File: src/rtl/lpm_fifo_dc_flagctl_pkg.sv
// Shared definitions for the dual-clock FIFO flag controller: empty-state
// machine encodings, mode/checking string constants and a threshold helper.
package lpm_fifo_dc_flagctl_pkg;

  // One encoding space shared by both modes. READ mode uses EMPTY,
  // NON_EMPTY and EMPTY_WAIT; WRITE mode uses EMPTY, ONE and NON_EMPTY_W.
  typedef enum logic [1:0] {
    ST_EMPTY       = 2'b00,
    ST_NON_EMPTY   = 2'b01,
    ST_EMPTY_WAIT  = 2'b10,
    ST_NON_EMPTY_W = 2'b11
  } state_e;

  // WRITE-mode "one word just written" state reuses the 01 code
  localparam state_e ST_ONE = ST_NON_EMPTY;

  localparam string MODE_READ  = "READ";
  localparam string MODE_WRITE = "WRITE";
  localparam string CHK_ON     = "ON";
  localparam string CHK_OFF    = "OFF";

  // a - b, floored at zero (used for the full threshold)
  function automatic int unsigned floor_sub(input int unsigned a, input int unsigned b);
    return (a > b) ? (a - b) : 32'd0;
  endfunction

endpackage

File: src/rtl/lpm_fifo_dc_emptysm.sv
// Empty-tracking state machine for one side of a dual-clock FIFO.
// READ mode predicts emptiness from the local word count and read history;
// WRITE mode tracks recent writes so empty drops on the first write edge.
module lpm_fifo_dc_emptysm
  import lpm_fifo_dc_flagctl_pkg::*;
#(
  parameter int lpm_widthad = 4,
  parameter bit write_mode  = 1'b0
) (
  input  logic                   clock,
  input  logic                   aclr,
  input  logic [lpm_widthad-1:0] usedw_i,
  input  logic                   wreq_i,
  input  logic                   rreq_i,
  input  logic                   valid_rreq_i,
  output logic                   empty_o,
  output state_e                 state_o
);

  state_e      state_q, state_d;
  logic        lrreq_q;
  logic        empty_q, empty_d;
  logic [31:0] usedw_ext;

  assign usedw_ext = 32'(usedw_i);

  // Next-state selection; empty follows the next state so both update together
  always_comb begin
    state_d = state_q;
    if (write_mode) begin
      case (state_q)
        ST_EMPTY:       if (wreq_i) state_d = ST_ONE;
        ST_ONE:         if (!wreq_i) state_d = ST_NON_EMPTY_W;
        ST_NON_EMPTY_W: begin
          if (wreq_i)                state_d = ST_ONE;
          else if (usedw_ext == 32'd0) state_d = ST_EMPTY;
        end
        default:        state_d = ST_EMPTY;
      endcase
    end else begin
      case (state_q)
        ST_EMPTY:      if (usedw_ext != 32'd0) state_d = ST_NON_EMPTY;
        // The last word is being read: either one word left with no read in
        // flight, or two left with the previous read not yet reflected.
        ST_NON_EMPTY:  if (rreq_i && (((usedw_ext == 32'd1) && !lrreq_q) ||
                                      ((usedw_ext == 32'd2) &&  lrreq_q)))
                         state_d = ST_EMPTY_WAIT;
        ST_EMPTY_WAIT: state_d = (usedw_ext > 32'd1) ? ST_NON_EMPTY : ST_EMPTY;
        default:       state_d = ST_EMPTY;
      endcase
    end
    empty_d = (state_d == ST_EMPTY) || (state_d == ST_EMPTY_WAIT);
  end

  // State, delayed accepted read and registered empty flag
  always_ff @(posedge clock or posedge aclr) begin
    if (aclr) begin
      state_q <= ST_EMPTY;
      lrreq_q <= 1'b0;
      empty_q <= 1'b1;
    end else begin
      state_q <= state_d;
      lrreq_q <= valid_rreq_i;
      empty_q <= empty_d;
    end
  end

  assign empty_o = empty_q;
  assign state_o = state_q;

endmodule

File: src/rtl/lpm_fifo_dc_flagctl.sv
// Flag controller for one clock domain of a dual-clock FIFO: registered
// empty/full/almost flags, request gating and sticky overflow/underflow.
module lpm_fifo_dc_flagctl
  import lpm_fifo_dc_flagctl_pkg::*;
#(
  parameter int    lpm_widthad        = 4,
  parameter int    lpm_numwords       = 16,
  parameter string lpm_mode           = "READ",
  parameter string underflow_checking = "ON",
  parameter string overflow_checking  = "ON",
  parameter int    full_margin        = 3,
  parameter int    almost_full_value  = 12,
  parameter int    almost_empty_value = 4
) (
  input  logic                   clock,
  input  logic                   aclr,
  input  logic [lpm_widthad-1:0] usedw_in,
  input  logic                   wreq,
  input  logic                   rreq,
  output logic                   empty,
  output logic                   full,
  output logic                   almost_empty,
  output logic                   almost_full,
  output logic                   valid_rreq,
  output logic                   valid_wreq,
  output logic                   underflow,
  output logic                   overflow
);

  localparam bit IS_WRITE = (lpm_mode == MODE_WRITE);
  localparam bit MODE_OK  = (lpm_mode == MODE_READ) || (lpm_mode == MODE_WRITE);
  localparam bit UF_OK    = (underflow_checking == CHK_ON) || (underflow_checking == CHK_OFF);
  localparam bit OF_OK    = (overflow_checking == CHK_ON) || (overflow_checking == CHK_OFF);
  localparam bit THR_OK   = (almost_empty_value <= almost_full_value);
  localparam bit UF_CHK   = (underflow_checking == CHK_ON);
  localparam bit OF_CHK   = (overflow_checking == CHK_ON);

  localparam logic [31:0] FULL_THR = 32'(floor_sub(lpm_numwords, full_margin));
  localparam logic [31:0] AF_THR   = 32'(almost_full_value);
  localparam logic [31:0] AE_THR   = 32'(almost_empty_value);
  // Out-of-range thresholds pin the flag instead of comparing
  localparam bit AF_EN    = (almost_full_value <= lpm_numwords);
  localparam bit AE_FORCE = (almost_empty_value > lpm_numwords);

  if (!(MODE_OK && UF_OK && OF_OK && THR_OK)) begin : g_cfg_err
    $error("lpm_fifo_dc_flagctl: illegal configuration (lpm_mode, checking value, or almost_empty_value > almost_full_value)");
  end

  logic        full_q, full_d;
  logic        afull_q, afull_d;
  logic        aempty_q, aempty_d;
  logic        ovf_q, ovf_d;
  logic        udf_q, udf_d;
  logic        empty_w;
  logic [31:0] usedw_ext;
  state_e      state_w;

  assign usedw_ext = 32'(usedw_in);

  // Request gating against the currently registered flags
  assign valid_rreq = UF_CHK ? (rreq & ~empty_w) : rreq;
  assign valid_wreq = OF_CHK ? (wreq & ~full_q)  : wreq;

  lpm_fifo_dc_emptysm #(
    .lpm_widthad (lpm_widthad),
    .write_mode  (IS_WRITE)
  ) u_sm (
    .clock        (clock),
    .aclr         (aclr),
    .usedw_i      (usedw_in),
    .wreq_i       (wreq),
    .rreq_i       (rreq),
    .valid_rreq_i (valid_rreq),
    .empty_o      (empty_w),
    .state_o      (state_w)
  );

  // Threshold flags from the current count; error flags accumulate on
  // raw requests against the registered flags, independent of gating.
  always_comb begin
    full_d   = (usedw_ext >= FULL_THR);
    afull_d  = AF_EN && (usedw_ext >= AF_THR);
    aempty_d = AE_FORCE || (usedw_ext < AE_THR);
    ovf_d    = ovf_q | (wreq & full_q);
    udf_d    = udf_q | (rreq & empty_w);
  end

  // Flag registers, cleared asynchronously to their idle values
  always_ff @(posedge clock or posedge aclr) begin
    if (aclr) begin
      full_q   <= 1'b0;
      afull_q  <= 1'b0;
      aempty_q <= 1'b1;
      ovf_q    <= 1'b0;
      udf_q    <= 1'b0;
    end else begin
      full_q   <= full_d;
      afull_q  <= afull_d;
      aempty_q <= aempty_d;
      ovf_q    <= ovf_d;
      udf_q    <= udf_d;
    end
  end

  assign empty        = empty_w;
  assign full         = full_q;
  assign almost_full  = afull_q;
  assign almost_empty = aempty_q;
  assign overflow     = ovf_q;
  assign underflow    = udf_q;

endmodule

File: config.mk
export PLATFORM = sky130hd
export DESIGN_NAME = lpm_fifo_dc_flagctl
export DESIGN_NICKNAME = d
export VERILOG_FILES = /design/src/rtl/lpm_fifo_dc_flagctl_pkg.sv /design/src/rtl/lpm_fifo_dc_emptysm.sv /design/src/rtl/lpm_fifo_dc_flagctl.sv
export SDC_FILE = /design/constraint.sdc
export NUM_CORES = 1
export LEC_CHECK = 0
export BUFFER_PORTS_ARGS = -buffer_cell sky130_fd_sc_hd__buf_2
export CELL_PAD_IN_SITES_DETAIL_PLACEMENT = 1
export CELL_PAD_IN_SITES_GLOBAL_PLACEMENT = 1
export CORE_AREA = 2 2 39 41
export CTS_BUF_LIST = sky130_fd_sc_hd__clkbuf_2 sky130_fd_sc_hd__clkbuf_4 sky130_fd_sc_hd__clkbuf_8
export CTS_CLUSTER_SIZE = 25
export DETAILED_ROUTE_END_ITERATION = 10
export DIE_AREA = 0 0 41 43
export PLACE_DENSITY = 0.72
export SYNTH_ARGS = -nofsm -noshare
export SYNTH_HDL_FRONTEND = slang
export SYNTH_SLANG_ARGS = --single-unit
File: constraint.sdc
create_clock -name clock -period 1.9 [get_ports clock]
set_input_delay 0.19 -clock clock [delete_from_list [all_inputs] [get_ports clock]]
set_output_delay 0.19 -clock clock [all_outputs]
set_load 0.01 [all_outputs]
==> results.yml <==
setup_path:
  start_kind: "flip-flop"
  worstSetupPathDepth: 2
  required_ns: 1.71
  worstSetupEndpointType: "output pin"
  cp_top_family: "flip-flops"
  crit_fanout: 3
  critPathKind: "flip-flop to output pin"
  worstRegToRegCells: 3
  crit_arrival_ns: 0.98
  cp_slowest_stage_delay_ns: 0.53
  slowest_stage: "dfstp_2"
  cp_cell_sequence: "nor2b_1 > buf_2"
  critPathBufInv: 1
pwr:
  combinationalPowerShare_pct: 12.5
  clkPwrFrac_pct: 37.0
  swShare_pct: 23.1
  power.leakage_nw: 0.236
  p_int_w: 0.000328
  p_seq_share_pct: 50.5
  power.density_nw_per_um2: 895
  peakVddDrop_uv: 376
  p_switching_w: 0.0000987
synth:
  syn_nets: 34
  synth-seq-cells: 9
  synth_cells: 26
  synth_top_area_cell: "dfrtp_1"
  synth-main-ff-cell: "dfrtp_1"
  ys_types: 14
  yosysTopAreaCellShare_pct: 51.3
  synth.avg_cell_area_sq_um: 13.1
  synth_edf_count: 0
  synth_common_cells: "dfrtp_1 (7), nor2_1 (3)"
  ys_seq_area_share_pct: 66.7
  syn_area_sq_um: 342
  yosysMostFrequentCell: "dfrtp_1"
  yosys_warnings: 0
  synthTopCellsByArea: "dfrtp_1 (51%), dfstp_2 (15%), a21o_1 (4.4%), o2111ai_2 (4.4%), and2_1 (3.7%)"
  postSynth.asyncResetShare_pct: 100
routing:
  drt_iter0_markers: 2
  num_vias: 279
  vias_per_cell: 4.50
  routed_wl_um: 699
  postRouteAntennaNets: 0
  first_pass_iters: 2
  drcViolationCount: 0
  post_drt_wl_per_cell_um: 11.3
cts:
  root_buffer: "clkbuf_4"
  cts_max_level: 1
  clk_pin_slew_ns: 0.06
  numCtsBuffers: 3
  cts_buffer_depth: 2
  clock_sinks: 9
  cts_tree: "yes"
  clkLatencyLatePin_ns: 0.26
  ctsResizeCount: 0
sta:
  relSlewSlack_pct: 77.1
  rsz0062_at_grt: "no"
  finalSetupViolations: 0
  tns_ns: 0
  fin_crit_sh_pct: 61.5
  worst_pin_slew_ns: 0.343
  hold_slack_ns: 0.105
  maxSlewViolCount: 0
  min_period_ns: 1.17
  timing_hold_violations_final: 0
  fmax_mhz: 856
  fin_skew_ns: 0.0000812
job:
  maxCapViolations: 0
die:
  initial_utilization_pct: 24.7
  std_cell_rows: 14
  core_sq_um: 1380
  pin_count: 16
  die_area_sq_um: 1760
  chipWidth_um: 41
  die_h_um: 43
status:
  status: "finished clean"
global_route:
  antenna_found_initial: 0
  grt_pass1_vias: 309
  grt_max_degree: 10
  grt_first_pass_wirelength_um: 1220
  grt_use_total_pct: 11.3
  overflow: 0
cells_and_area:
  num_antenna_cells: 0
  drive_gt1_share_pct: 50.0
  area_growth_pct: 39.6
  nets: 55
place:
  place_hpwl_um: 519
  io_buffers: 15
  place_congestion: 0.748
min_path:
  hold_depth: 2
  hp-class: "primary input to flip-flop"
metal layers:
layer  vias up  track usage [%]  routed length [um]
met1       134             11.0                 277
met2        17             16.9                 331
met3         0             9.42                  89
met4         0             4.00                   0
li1        128                -                   -
met5         -                0                   0
registers in the layout, summed over array words and instances (netlist names):
signal        cells
u_sm.state_o      2
almost_empty      1
almost_full       1
full              1
overflow          1
u_sm.empty_o      1
u_sm.lrreq_q      1
underflow         1
stage by stage:
stage | utilization [%] | cells | instance area [sq um] | worst slack (ns) | total power, W
2_1_floorplan | - | 26 | 342 | 0.957 | 0.000244
3_3_place_gp | 31.6 | 57 | 437 | 0.932 | 0.000270
3_5_place_dp | 31.6 | 57 | 437 | 0.911 | 0.000272
4_1_cts | 34.4 | 62 | 477 | 0.708 | 0.000439
5_1_grt | 34.4 | 62 | 477 | 0.679 | 0.000458
6_report | 34.4 | 62 | 477 | 0.731 | 0.000427
power groups by stage:
stage | Clock (W) | Sequential (W) | Combinational (W)
after global routing | 0.000180 | 0.000217 | 0.0000608
final | 0.000158 | 0.000215 | 0.0000534
after floorplan | 0 | 0.000224 | 0.0000199
after global placement | 0 | 0.000219 | 0.0000515
after CTS | 0.000168 | 0.000216 | 0.0000549
after detailed placement | 0 | 0.000219 | 0.0000528
what timing repair did:
item | CTS | global route
buffers inserted | 0 | 0
hold endpoints to repair | 7 | 0
hold buffers | 1 | 0
layout by cell type, fill, tap and decap left out, drive strengths merged, types with 2 or more instances in the layout:
cell type / n
a21o: 2
and2: 2
clkbuf: 4
dfrtp: 7
dfstp: 2
nor2b: 2
nor2: 3
buf: 15
final cells by class:
type	instances	area [sq um]
Sequential cell	9	228
Timing Repair Buffer	16	85.1
Fill cell	169	907
Inverter	1	3.75
Clock buffer	4	30.0
Multi-Input combinational cell	16	110
Tap cell	16	20.0
kinds of logic (layout without fill, tap and decap cells):
kind of cell | Yosys count | in the layout | synth area share (%)
flops | 9 | 9 | 66.7
buf+inv | 1 | 21 | 1.10
simple gates | 11 | 11 | 19.4
compound gates | 5 | 5 | 12.8
final timing paths:
check                      slack (ns)               to       startpoint
min                              0.10     almost_empty      usedw_in[2]
max reg2reg                      0.91  u_sm.state_o[0]     u_sm.lrreq_q
min reg2reg                      0.44  u_sm.state_o[1]  u_sm.state_o[1]
max in group asynchronous        1.16     almost_empty             aclr
max                              0.73       valid_rreq     u_sm.empty_o
min in group asynchronous        0.44     u_sm.lrreq_q             aclr
No activity file was read; power rests on OpenSTA's default activity.
